### src/rtl/guess_submitter_pkg.sv
// Shared definitions for the guessing-game front end: submitter FSM states,
// default code geometry and a small saturating-counter helper.
package guess_submitter_pkg;

  localparam int PEGS_DEF    = 4;
  localparam int COLOR_W_DEF = 2;
  localparam int GUESS_NUM_W = 8;

  typedef enum logic [2:0] {
    ST_IDLE       = 3'd0,
    ST_ARMED      = 3'd1,
    ST_SUBMIT     = 3'd2,
    ST_WAIT_SCORE = 3'd3,
    ST_WON        = 3'd4,
    ST_LOST       = 3'd5
  } state_e;

  // Increment that stops at lim, so the guess count can never wrap.
  function automatic logic [GUESS_NUM_W-1:0] sat_inc(
    input logic [GUESS_NUM_W-1:0] v,
    input logic [GUESS_NUM_W-1:0] lim
  );
    logic [GUESS_NUM_W-1:0] r;
    r = v;
    if (v < lim) r = v + 1'b1;
    return r;
  endfunction

endpackage

### src/rtl/guess_submitter_key_sync.sv
// Two-flop synchronizer for the raw active-low submit key. The flops
// reset to the released level so a held key after reset is seen as a
// fresh press. press_o is active-high.
module key_sync (
  input  logic clk_i,
  input  logic rst_i,
  input  logic key_n_i,
  output logic press_o
);

  logic sync1_q;
  logic sync2_q;

  // Resample the asynchronous key twice before anything downstream uses it.
  always_ff @(posedge clk_i) begin
    if (rst_i) begin
      sync1_q <= 1'b1;
      sync2_q <= 1'b1;
    end else begin
      sync1_q <= key_n_i;
      sync2_q <= sync1_q;
    end
  end

  assign press_o = ~sync2_q;

endmodule

### src/rtl/guess_submitter.sv
// Guess submitter: turns one press-release of the submit key into exactly
// one accepted guess, latches the switch code, counts guesses and tracks
// the game outcome reported by the scorer.
module guess_submitter
  import guess_submitter_pkg::*;
#(
  parameter int MAX_GUESSES = 10,
  parameter int PEGS        = PEGS_DEF,
  parameter int COLOR_W     = COLOR_W_DEF
) (
  input  logic                     clk,
  input  logic                     reset,
  input  logic                     key_n,
  input  logic [PEGS*COLOR_W-1:0]  sw_code,
  input  logic                     score_valid,
  input  logic                     score_win,
  output logic                     guess_pulse,
  output logic [PEGS*COLOR_W-1:0]  guess_code,
  output logic [GUESS_NUM_W-1:0]   guess_num,
  output logic                     busy,
  output logic                     won,
  output logic                     lost
);

  localparam int                     CODE_W  = PEGS * COLOR_W;
  localparam logic [GUESS_NUM_W-1:0] MAX_NUM = GUESS_NUM_W'(MAX_GUESSES);

  logic                   press;
  state_e                 state_q;
  logic [CODE_W-1:0]      code_q;
  logic [GUESS_NUM_W-1:0] num_q;
  logic                   pulse_q;

  key_sync u_key_sync (
    .clk_i   (clk),
    .rst_i   (reset),
    .key_n_i (key_n),
    .press_o (press)
  );

  // Submit FSM with guess capture, guess pulse and guess counter.
  // The pulse is raised on the same edge that enters SUBMIT, so it is
  // high for exactly the single SUBMIT cycle; the count advances as
  // SUBMIT is left, matching an external counter fed by the pulse.
  always_ff @(posedge clk) begin
    if (reset) begin
      state_q <= ST_IDLE;
      code_q  <= '0;
      num_q   <= '0;
      pulse_q <= 1'b0;
    end else begin
      pulse_q <= 1'b0;
      case (state_q)
        ST_IDLE: begin
          if (press) state_q <= ST_ARMED;
        end
        ST_ARMED: begin
          // Only the release edge submits, so holding the key cannot
          // produce repeated guesses.
          if (!press) begin
            state_q <= ST_SUBMIT;
            code_q  <= sw_code;
            pulse_q <= 1'b1;
          end
        end
        ST_SUBMIT: begin
          num_q   <= sat_inc(num_q, MAX_NUM);
          state_q <= ST_WAIT_SCORE;
        end
        ST_WAIT_SCORE: begin
          // A win outranks running out of guesses.
          if (score_valid) begin
            if (score_win)             state_q <= ST_WON;
            else if (num_q >= MAX_NUM) state_q <= ST_LOST;
            else                       state_q <= ST_IDLE;
          end
        end
        ST_WON, ST_LOST: begin
          state_q <= state_q;
        end
        default: begin
          state_q <= ST_IDLE;
        end
      endcase
    end
  end

  assign guess_pulse = pulse_q;
  assign guess_code  = code_q;
  assign guess_num   = num_q;
  assign busy        = (state_q == ST_SUBMIT) || (state_q == ST_WAIT_SCORE);
  assign won         = (state_q == ST_WON);
  assign lost        = (state_q == ST_LOST);

endmodule

### config.mk
export PLATFORM = sky130hd
export DESIGN_NAME = guess_submitter
export DESIGN_NICKNAME = d
export VERILOG_FILES = /design/src/rtl/guess_submitter_pkg.sv /design/src/rtl/guess_submitter_key_sync.sv /design/src/rtl/guess_submitter.sv
export SDC_FILE = /design/constraint.sdc
export NUM_CORES = 1
export LEC_CHECK = 0
export BUFFER_PORTS_ARGS = -buffer_cell sky130_fd_sc_hd__buf_2
export CELL_PAD_IN_SITES_DETAIL_PLACEMENT = 0
export CELL_PAD_IN_SITES_GLOBAL_PLACEMENT = 1
export CORE_MARGIN = 2
export CORE_UTILIZATION = 37
export CTS_BUF_LIST = sky130_fd_sc_hd__clkbuf_16
export DETAILED_ROUTE_END_ITERATION = 8
export PLACE_DENSITY = 0.83
export RECOVER_POWER = 50
export SYNTH_ARGS = -nofsm -noshare
export SYNTH_HDL_FRONTEND = slang
export SYNTH_SLANG_ARGS = --single-unit
export TNS_END_PERCENT = 1
### constraint.sdc
create_clock -name clk -period 1.95 [get_ports clk]
set_input_delay 0.39 -clock clk [delete_from_list [all_inputs] [get_ports clk]]
set_output_delay 0.39 -clock clk [all_outputs]
set_load 0.01 [all_outputs]
Word level (Yosys, flattened, before mapping). Cells that the tools add are included.

Output and inout bits: 20. Input port bits: 13. Logic and storage cells: 33. Register bits after elaboration: 22.

Magnitude comparators: 2. Mux-type cells: 7. $add $sub $neg: 1. Equal/unequal tests: 8. Reduce and logical (&&, ||, !) cells: 7. Bitwise logic cells: 2.

Operator list (count): 3-bit 2-to-1 mux (5); 3-bit one-hot mux with 5 select lines (1); 8-bit by 1-bit adder with 8-bit output (second input constant) (1); 8-bit by 4-bit greater-or-equal comparator with 1-bit output (second input constant) (1); 8-bit by 4-bit less-than comparator with 1-bit output (second input constant) (1); 3-bit by 2-bit == test with 1-bit output (second input constant) (2); 3-bit == test (second input constant) (2); 2-bit != test (second input constant) (2); 2-bit AND reduction (2); 4-bit AND reduction (1); 2-bit OR reduction (2); 3-bit by 1-bit == test with 1-bit output (second input constant) (1); 3-bit logical NOT (1); 2-bit by 1-bit != test with 1-bit output (second input constant) (1); 1-bit inverter (2); 1-bit logical OR (1); 1-bit 2-to-1 mux (1).

Longest topological paths before layout. Gate-level depths: netlist (run 1).

Word-level depth: 5. Depth in mapped cells: 5. Gate-level depth less buffers: 5.

Cells and area by module. A second synthesis (run 1) with hierarchy kept.

Cells, all modules: 97. Area total of the unflattened synthesis: 913.4 µm².

Modules (own cells, without submodules): guess_submitter (sequential area each 400.4 µm², times used 1, cells an instance 92, area an instance 857.1 µm²); key_sync (sequential area each 40.0 µm², times used 1, cells an instance 5, area an instance 56.3 µm²).

Worst setup path before layout (run 1). No wires, ideal clock.

Kind: register -> register. Start point: register num_q[7] (netlist: guess_num[7]). End point: register num_q[0] (netlist: guess_num[0]). Required time: 1.827 ns. Data arrival time: 1.232 ns. Setup time: 0.123 ns. Clock period less this slack: 1.355 ns. Path slack: 0.595 ns. Path buffers: 0. Stages on the path, launching flop included: 4. Cell sequence: dfxtp_1 -> nor4_4 -> and3_1 -> mux2_1.

Longest elaborated chain between the ends: 2.

RTL lines: start: declaration (line guess_submitter.sv:31) `logic [GUESS_NUM_W-1:0] num_q;`; start signal: assignment (line guess_submitter.sv:67) `num_q <= sat_inc(num_q, MAX_NUM);`; 8-bit by 4-bit less-than comparator with 1-bit output (line guess_submitter_pkg.sv:25) `if (v < lim) r = v + 1'b1;`; 2-bit AND reduction (no line).

Every way passes these cells. A chain may end at the register's enable or synchronous reset.

Worst setup path after layout (run 1).
Start point: register state_q[1]. End point: output lost.

Longest elaborated chain between the ends: 1.

RTL lines: start: declaration (line guess_submitter.sv:29) `state_e state_q;`; start signal: assignment (line guess_submitter.sv:79) `state_q <= state_q;`; 3-bit == test (line guess_submitter.sv:93) `assign lost = (state_q == ST_LOST);`; end: declaration (line guess_submitter.sv:22) `output logic lost`.

Every way passes these cells.

==> results of run 1 <==
-- registers in the layout (all words and copies together), names as in the netlist --
signal	cells
guess_code	8
guess_num	8
guess_pulse	1
state_q	3
u_key_sync.sync1_q	1
u_key_sync.sync2_q	1
-- stage by stage --
stage / utilization, % / setup WS, ns / hold WS, ns
2_1_floorplan: - / 0.5949 / 0.3895
5_1_grt: 50.20 / 0.2536 / 0.3375
3_3_place_gp: 47.68 / 0.5846 / 0.3927
3_5_place_dp: 47.68 / 0.5396 / 0.3938
4_1_cts: 51.04 / 0.3375 / 0.3182
6_report: 50.20 / 0.3419 / 0.3220
-- logic make-up after synthesis --
logic type	share of synthesized area, %
DFF	49.86
adders and majority gates	2.832
and+or+nand+nor	27.90
AOI/OAI and AO/OA	14.02
buffers and inverters	2.832
muxes	2.549
-- critical path: stages (launching register included) --
cell     delay [ns]
dfxtp_1        0.43
and2b_1        0.25
and2_1         0.16
buf_2          0.13
-- path summary, 6_finish.rpt --
path                                         to                           from  slack, ns  cells after the start
setup / recovery                           lost        state_q[1]$_SDFFE_PP0P_       0.34                      3
hold / removal    u_key_sync.sync1_q$_SDFF_PP1_                          key_n       0.32                      2
setup reg to reg      guess_num[0]$_SDFFE_PP0P_      guess_num[7]$_SDFFE_PP0P_       0.51                      3
hold reg to reg   u_key_sync.sync2_q$_SDFF_PP1_  u_key_sync.sync1_q$_SDFF_PP1_       0.42                      1
-- metal layers --
metal  share of wire [%]  vias up  track usage (%)
met3                 5.4        2            2.825
met4                0.56        0            7.692
met5                   0        -                0
met2                  47       16            23.13
met1                  47      340            17.28
li1                    -      390                -
-- cell usage in the layout, fill, tap and decap left out, types with 2 or more instances in the layout --
| master | instances |
|---|---|
| dfxtp_1 | 22 |
| mux2_1 | 2 |
| ha_1 | 2 |
| buf_2 | 17 |
| nand2_1 | 18 |
| clkbuf_16 | 3 |
| clkbuf_1 | 15 |
| a31oi_1 | 3 |
| and2b_1 | 2 |
| nor2b_1 | 8 |
| or2_2 | 2 |
| nor2_1 | 6 |
| a21oi_1 | 8 |
-- cell type report --
class                   count  share of cell area (%)
clock buffers               3                   6.696
inverters                   1                  0.3348
multi-input cells          67                   37.28
flip-flops and latches     22                   39.29
well taps                  28                   3.125
repair buffers             33                   13.28
-- power groups by stage --
stage | Sequential, mW | Combinational (mW) | Clock, mW
floorplan | 0.485 | 0.0398 | 0
CTS | 0.475 | 0.0714 | 0.425
global placement | 0.483 | 0.0706 | 0
finish | 0.475 | 0.0684 | 0.411
detailed placement | 0.484 | 0.0706 | 0
global route | 0.477 | 0.0785 | 0.446
==> flow_summary_export.csv, run 1 <==
group,metric,value,unit
timing,tns,0,ns
cts,clk_latency,0.25,ns
pwr,p_per_area,851.4,nW/um2
logic_synthesis,yosysUniqueCellTypes,29,
final_layout,fin_area,1121,um2
timing,final-setup-viol-count,0,
floorplan,die_h,52.86,um
detailed_routing,via_per_inst,4.857,
logic_synthesis,synth-seq-cells,22,
logic_synthesis,synthTopCellsByCount,"22 x dfxtp_1, 18 x nand2_1, 8 x a21oi_1, 8 x nor2b_1, 6 x nor2_1",
critical_path,arrival,1.22,ns
logic_synthesis,synth_most_common_cell,"dfxtp_1",
place,port_buffers,32,
cts,cts_buffers,3,
timing,min_period_over_period,82.47,%
global_route,grt_start_max_net_pins,26,
logic_synthesis,synth_ff_type,"dfxtp_1",
detailed_routing,wl_per_cell,11.56,um
detailed_routing,vias,748,
pwr,seqPwrFrac,49.8,%
global_route,first_global_vias,705,
cts,cts_resized,0,
logic_synthesis,ys_top_cells_by_area,"dfxtp_1 50%, nand2_1 7.6%, nor2b_1 5.7%",
timing,rsz0062_at_grt,"no",
final_layout,diodes,0,
logic_synthesis,yosys.area.top_type,"dfxtp_1",
detailed_routing,drtPass1Iterations,2,
detailed_routing,routed_wl,1.780,mm
logic_synthesis,syn_nets,110,
timing,hold_viol,0,
critical_path,crit_fanout,8,
floorplan,fp-row-count,17,
timing,max_freq,0.6219,GHz
place,dp_cells,151,
cts,h-tree-depth,1,
flow_run,drv_cap,0,
detailed_routing,drc_errors,0,
logic_synthesis,synth_area_per_cell,9.298,um2
logic_synthesis,synth_edf_count,0,
detailed_routing,ant_nets,0,
logic_synthesis,seq_area_frac_synth,49.86,%
global_route,grt_usage,14.13,%
final_layout,fin_cells,154,
critical_path,start_kind,"flop",
pwr,p_leak,0.4806,nW
cts,cts_tree,"yes",
global_route,grt_overflow,0,
cts,clk_path_buf_depth,2,
logic_synthesis,synthArstFlopShare,0,%
floorplan,chipWidth,52.86,um
timing,maxSlewViolCount,0,
pwr,ir_drop,505.2,uV
logic_synthesis,ys_warn_count,0,
global_route,grt_pass1_wl,2.911,mm
hold_path,hp-class,"in2reg",
final_layout,nets,143,
cts,cts.sinks,22,
critical_path,worstSetupPathType,"reg2out",
pwr,combPwrFrac,7.2,%
global_route,antenna_found_initial,0,
floorplan,core,2233,um2
cts,holdBufCountCts,0,
pwr,switching_power,190.7,uW
cts,cts-root-buf,"clkbuf_16",
cts,path_clk_slew,0.05,ns
place,dpl.hpwl,1.257,mm
timing,worst_slew_pin_slew,1.013,ns
floorplan,die-area,2794,um2
cts,post_cts_buffers,0,
place,gp_congestion,0.6322,
floorplan,initial_utilization,39.55,%
timing,skew,0.002579,ns
pwr,p_sw_share,19.98,%
final_layout,syn2layout_area_growth,26.91,%
logic_synthesis,syn_inst,95,
place,placed_cell_area,1065,um2
critical_path,worstPathRequired,1.56,ns
timing,relSlewSlack,32.43,%
timing,min_period,1.608,ns
pwr,p_int,763.8,uW
critical_path,critPathCaptureType,"output pin",
final_layout,multi_input_area,417.9,um2
final_layout,regArea,440.4,um2
logic_synthesis,synth_top_area_share,49.86,%
final_layout,n_fill_cell,232,
pwr,power,954.4,uW
detailed_routing,drt_first_iter_violations,4,
logic_synthesis,syn_area,883.3,um2
status,outcome,"finished, final reports clean",
floorplan,io_pins,33,
pwr,clock_power_share,43.1,%
final_layout,layout-drive-gt1-share,19.84,%
(Power assumes the default switching activity.)
==> inputs of run 2 (changes only) <==
- CORE_UTILIZATION: 37 -> 34
- PLACE_DENSITY: 0.83 -> 0.77
- clock period: 1.95 -> 1.6 ns (I/O delays scaled with it)
==> run 2 against run 1 <==
  * Hold slack worse by 0.070 ns
  * First-iteration DRC count is 130% higher
  * Die area is 8.1% higher
  * Combinational power is 22% higher
==> flow_summary_export.csv, run 2 (same netlist as run 1, synthesis figures left out) <==
group,metric,value,unit
status,outcome,"finished, final reports clean",
floorplan,fp-row-count,18,
global_route,grt_pass1_wl,2.829,mm
final_layout,layout-drive-gt1-share,22.05,%
floorplan,die-area,3022,um2
detailed_routing,drc_errors,0,
detailed_routing,vias,777,
timing,min_period,1.541,ns
global_route,antenna_found_initial,0,
timing,max_freq,0.6488,GHz
critical_path,arrival,1.22,ns
final_layout,nets,143,
final_layout,diodes,0,
cts,cts-root-buf,"clkbuf_16",
detailed_routing,drtPass1Iterations,4,
cts,clk_path_buf_depth,2,
cts,cts.sinks,22,
critical_path,start_kind,"flop",
critical_path,worstSetupPathType,"reg2out",
floorplan,core,2477,um2
place,dpl.hpwl,1.263,mm
cts,cts_buffers,3,
detailed_routing,drt_first_iter_violations,9,
timing,hold_viol,0,
pwr,p_per_area,1169,nW/um2
timing,rsz0062_at_grt,"no",
timing,tns,0,ns
cts,h-tree-depth,1,
hold_path,hp-class,"in2reg",
critical_path,critPathCaptureType,"output pin",
final_layout,layout_common_cells,"21 x dfxtp_1, 18 x nand2_1, 18 x buf_2, 14 x clkbuf_1",
pwr,ir_drop,695.3,uV
cts,clk_latency,0.25,ns
place,dp_cells,153,
final_layout,layout_commonest_cell,"dfxtp_1",
timing,final-setup-viol-count,0,
cts,cts_resized,0,
flow_run,drv_cap,0,
floorplan,chipWidth,54.97,um
final_layout,syn2layout_area_growth,30.88,%
critical_path,worstPathRequired,1.28,ns
critical_path,rr_endpoint,"guess_num[0]$_SDFFE_PP0P_",
detailed_routing,routed_wl,1.750,mm
hold_path,min_to,"u_key_sync.sync1_q$_SDFF_PP1_",
critical_path,reg2reg_depth,3,
timing,maxSlewViolCount,0,
critical_path,crit_fanout,7,
global_route,grt_start_max_net_pins,26,
cts,holdBufCountCts,0,
final_layout,final_core_util,46.67,%
critical_path,timing.rr.start,"guess_num[7]$_SDFFE_PP0P_",
hold_path,holdCritStartpoint,"key_n",
detailed_routing,ant_nets,0,
pwr,p_leak,0.4994,nW
floorplan,io_pins,33,
place,gp_congestion,0.7362,
timing,relSlewSlack,32.55,%
floorplan,initial_utilization,35.66,%
global_route,grt_overflow,0,
global_route,first_global_vias,700,
timing,worst_slew_pin_slew,1.012,ns
place,port_buffers,32,
timing,skew,0.001256,ns
critical_path,rrSetupSlack,0.19,ns
timing,min_period_over_period,96.33,%
detailed_routing,via_per_inst,4.949,
final_layout,fin_cells,157,
cts,path_clk_slew,0.06,ns
cts,cts_tree,"yes",
cts,post_cts_buffers,0,
global_route,grt_usage,12.88,%
detailed_routing,wl_per_cell,11.15,um
floorplan,die_h,54.97,um
hold_path,hold_depth,2,
run 2: changes by cell type in the layout (fill, tap and decap cells not counted), sizes merged:
| cell | before | now |
|---|---|---|
| buf | 18 | 19 |
| bufinv | 0 | 1 |
| clkbuf | 18 | 17 |
run 2: final cells by class:
| cell class | count | area (um2) |
|---|---|---|
| sequential | 22 | 441.7 |
| timing repair buffer | 33 | 150.1 |
| clock buffer | 3 | 75.07 |
| inverter | 1 | 3.754 |
| fill | 258 | 1321 |
| tap | 30 | 37.54 |
| clock inverter | 1 | 30.03 |
| multi-input combinational | 67 | 417.9 |
run 2: per-stage QoR:
step | instance area (um2) | setup slack (ns) | total power [mW] | hold slack [ns]
global route | 1156 | 0.0001156 | 1.399 | 0.2646
detailed placement | 1067 | 0.1953 | 0.6780 | 0.3965
finish | 1156 | 0.05870 | 1.352 | 0.2516
CTS | 1172 | 0.03312 | 1.368 | 0.2492
global placement | 1067 | 0.2303 | 0.6755 | 0.3950
floorplan | 883.3 | 0.2449 | 0.6393 | 0.3895
run 2: worst max-delay path: stages (launching register included):
cell     delay (ns)
dfxtp_1        0.45
and2b_1        0.25
nor2b_1        0.14
buf_2          0.13
run 2: power by group:
| part | total [mW] | switching (mW) | internal, mW | leakage, nW |
|---|---|---|---|---|
| Clock | 0.689 | 0.193 | 0.496 | 0.0511 |
| Combinational | 0.0837 | 0.0456 | 0.0381 | 0.269 |
| Sequential | 0.579 | 0.0148 | 0.564 | 0.179 |
run 2: layer usage:
layer / part of all wire [%] / global-route usage [%]
met4: 1.2 / 4.878
met2: 45 / 22.42
met5: 0 / 0
met3: 7.8 / 2.419
met1: 46 / 15.67
run 2: how the worst max path moves through the flow:
stage | slack, ns | start | cells past startpoint | end
final | 0.06 | state_q[2]$_SDFFE_PP0P_ | 3 | won
after global routing | 0.0001 | state_q[2]$_SDFFE_PP0P_ | 3 | won
after CTS | 0.03 | state_q[1]$_SDFFE_PP0P_ | 3 | lost
after detailed placement | 0.20 | guess_num[7]$_SDFFE_PP0P_ | 3 | guess_num[0]$_SDFFE_PP0P_
after global placement | 0.23 | guess_num[7]$_SDFFE_PP0P_ | 3 | guess_num[0]$_SDFFE_PP0P_
after floorplan | 0.24 | guess_num[7]$_SDFFE_PP0P_ | 3 | guess_num[0]$_SDFFE_PP0P_
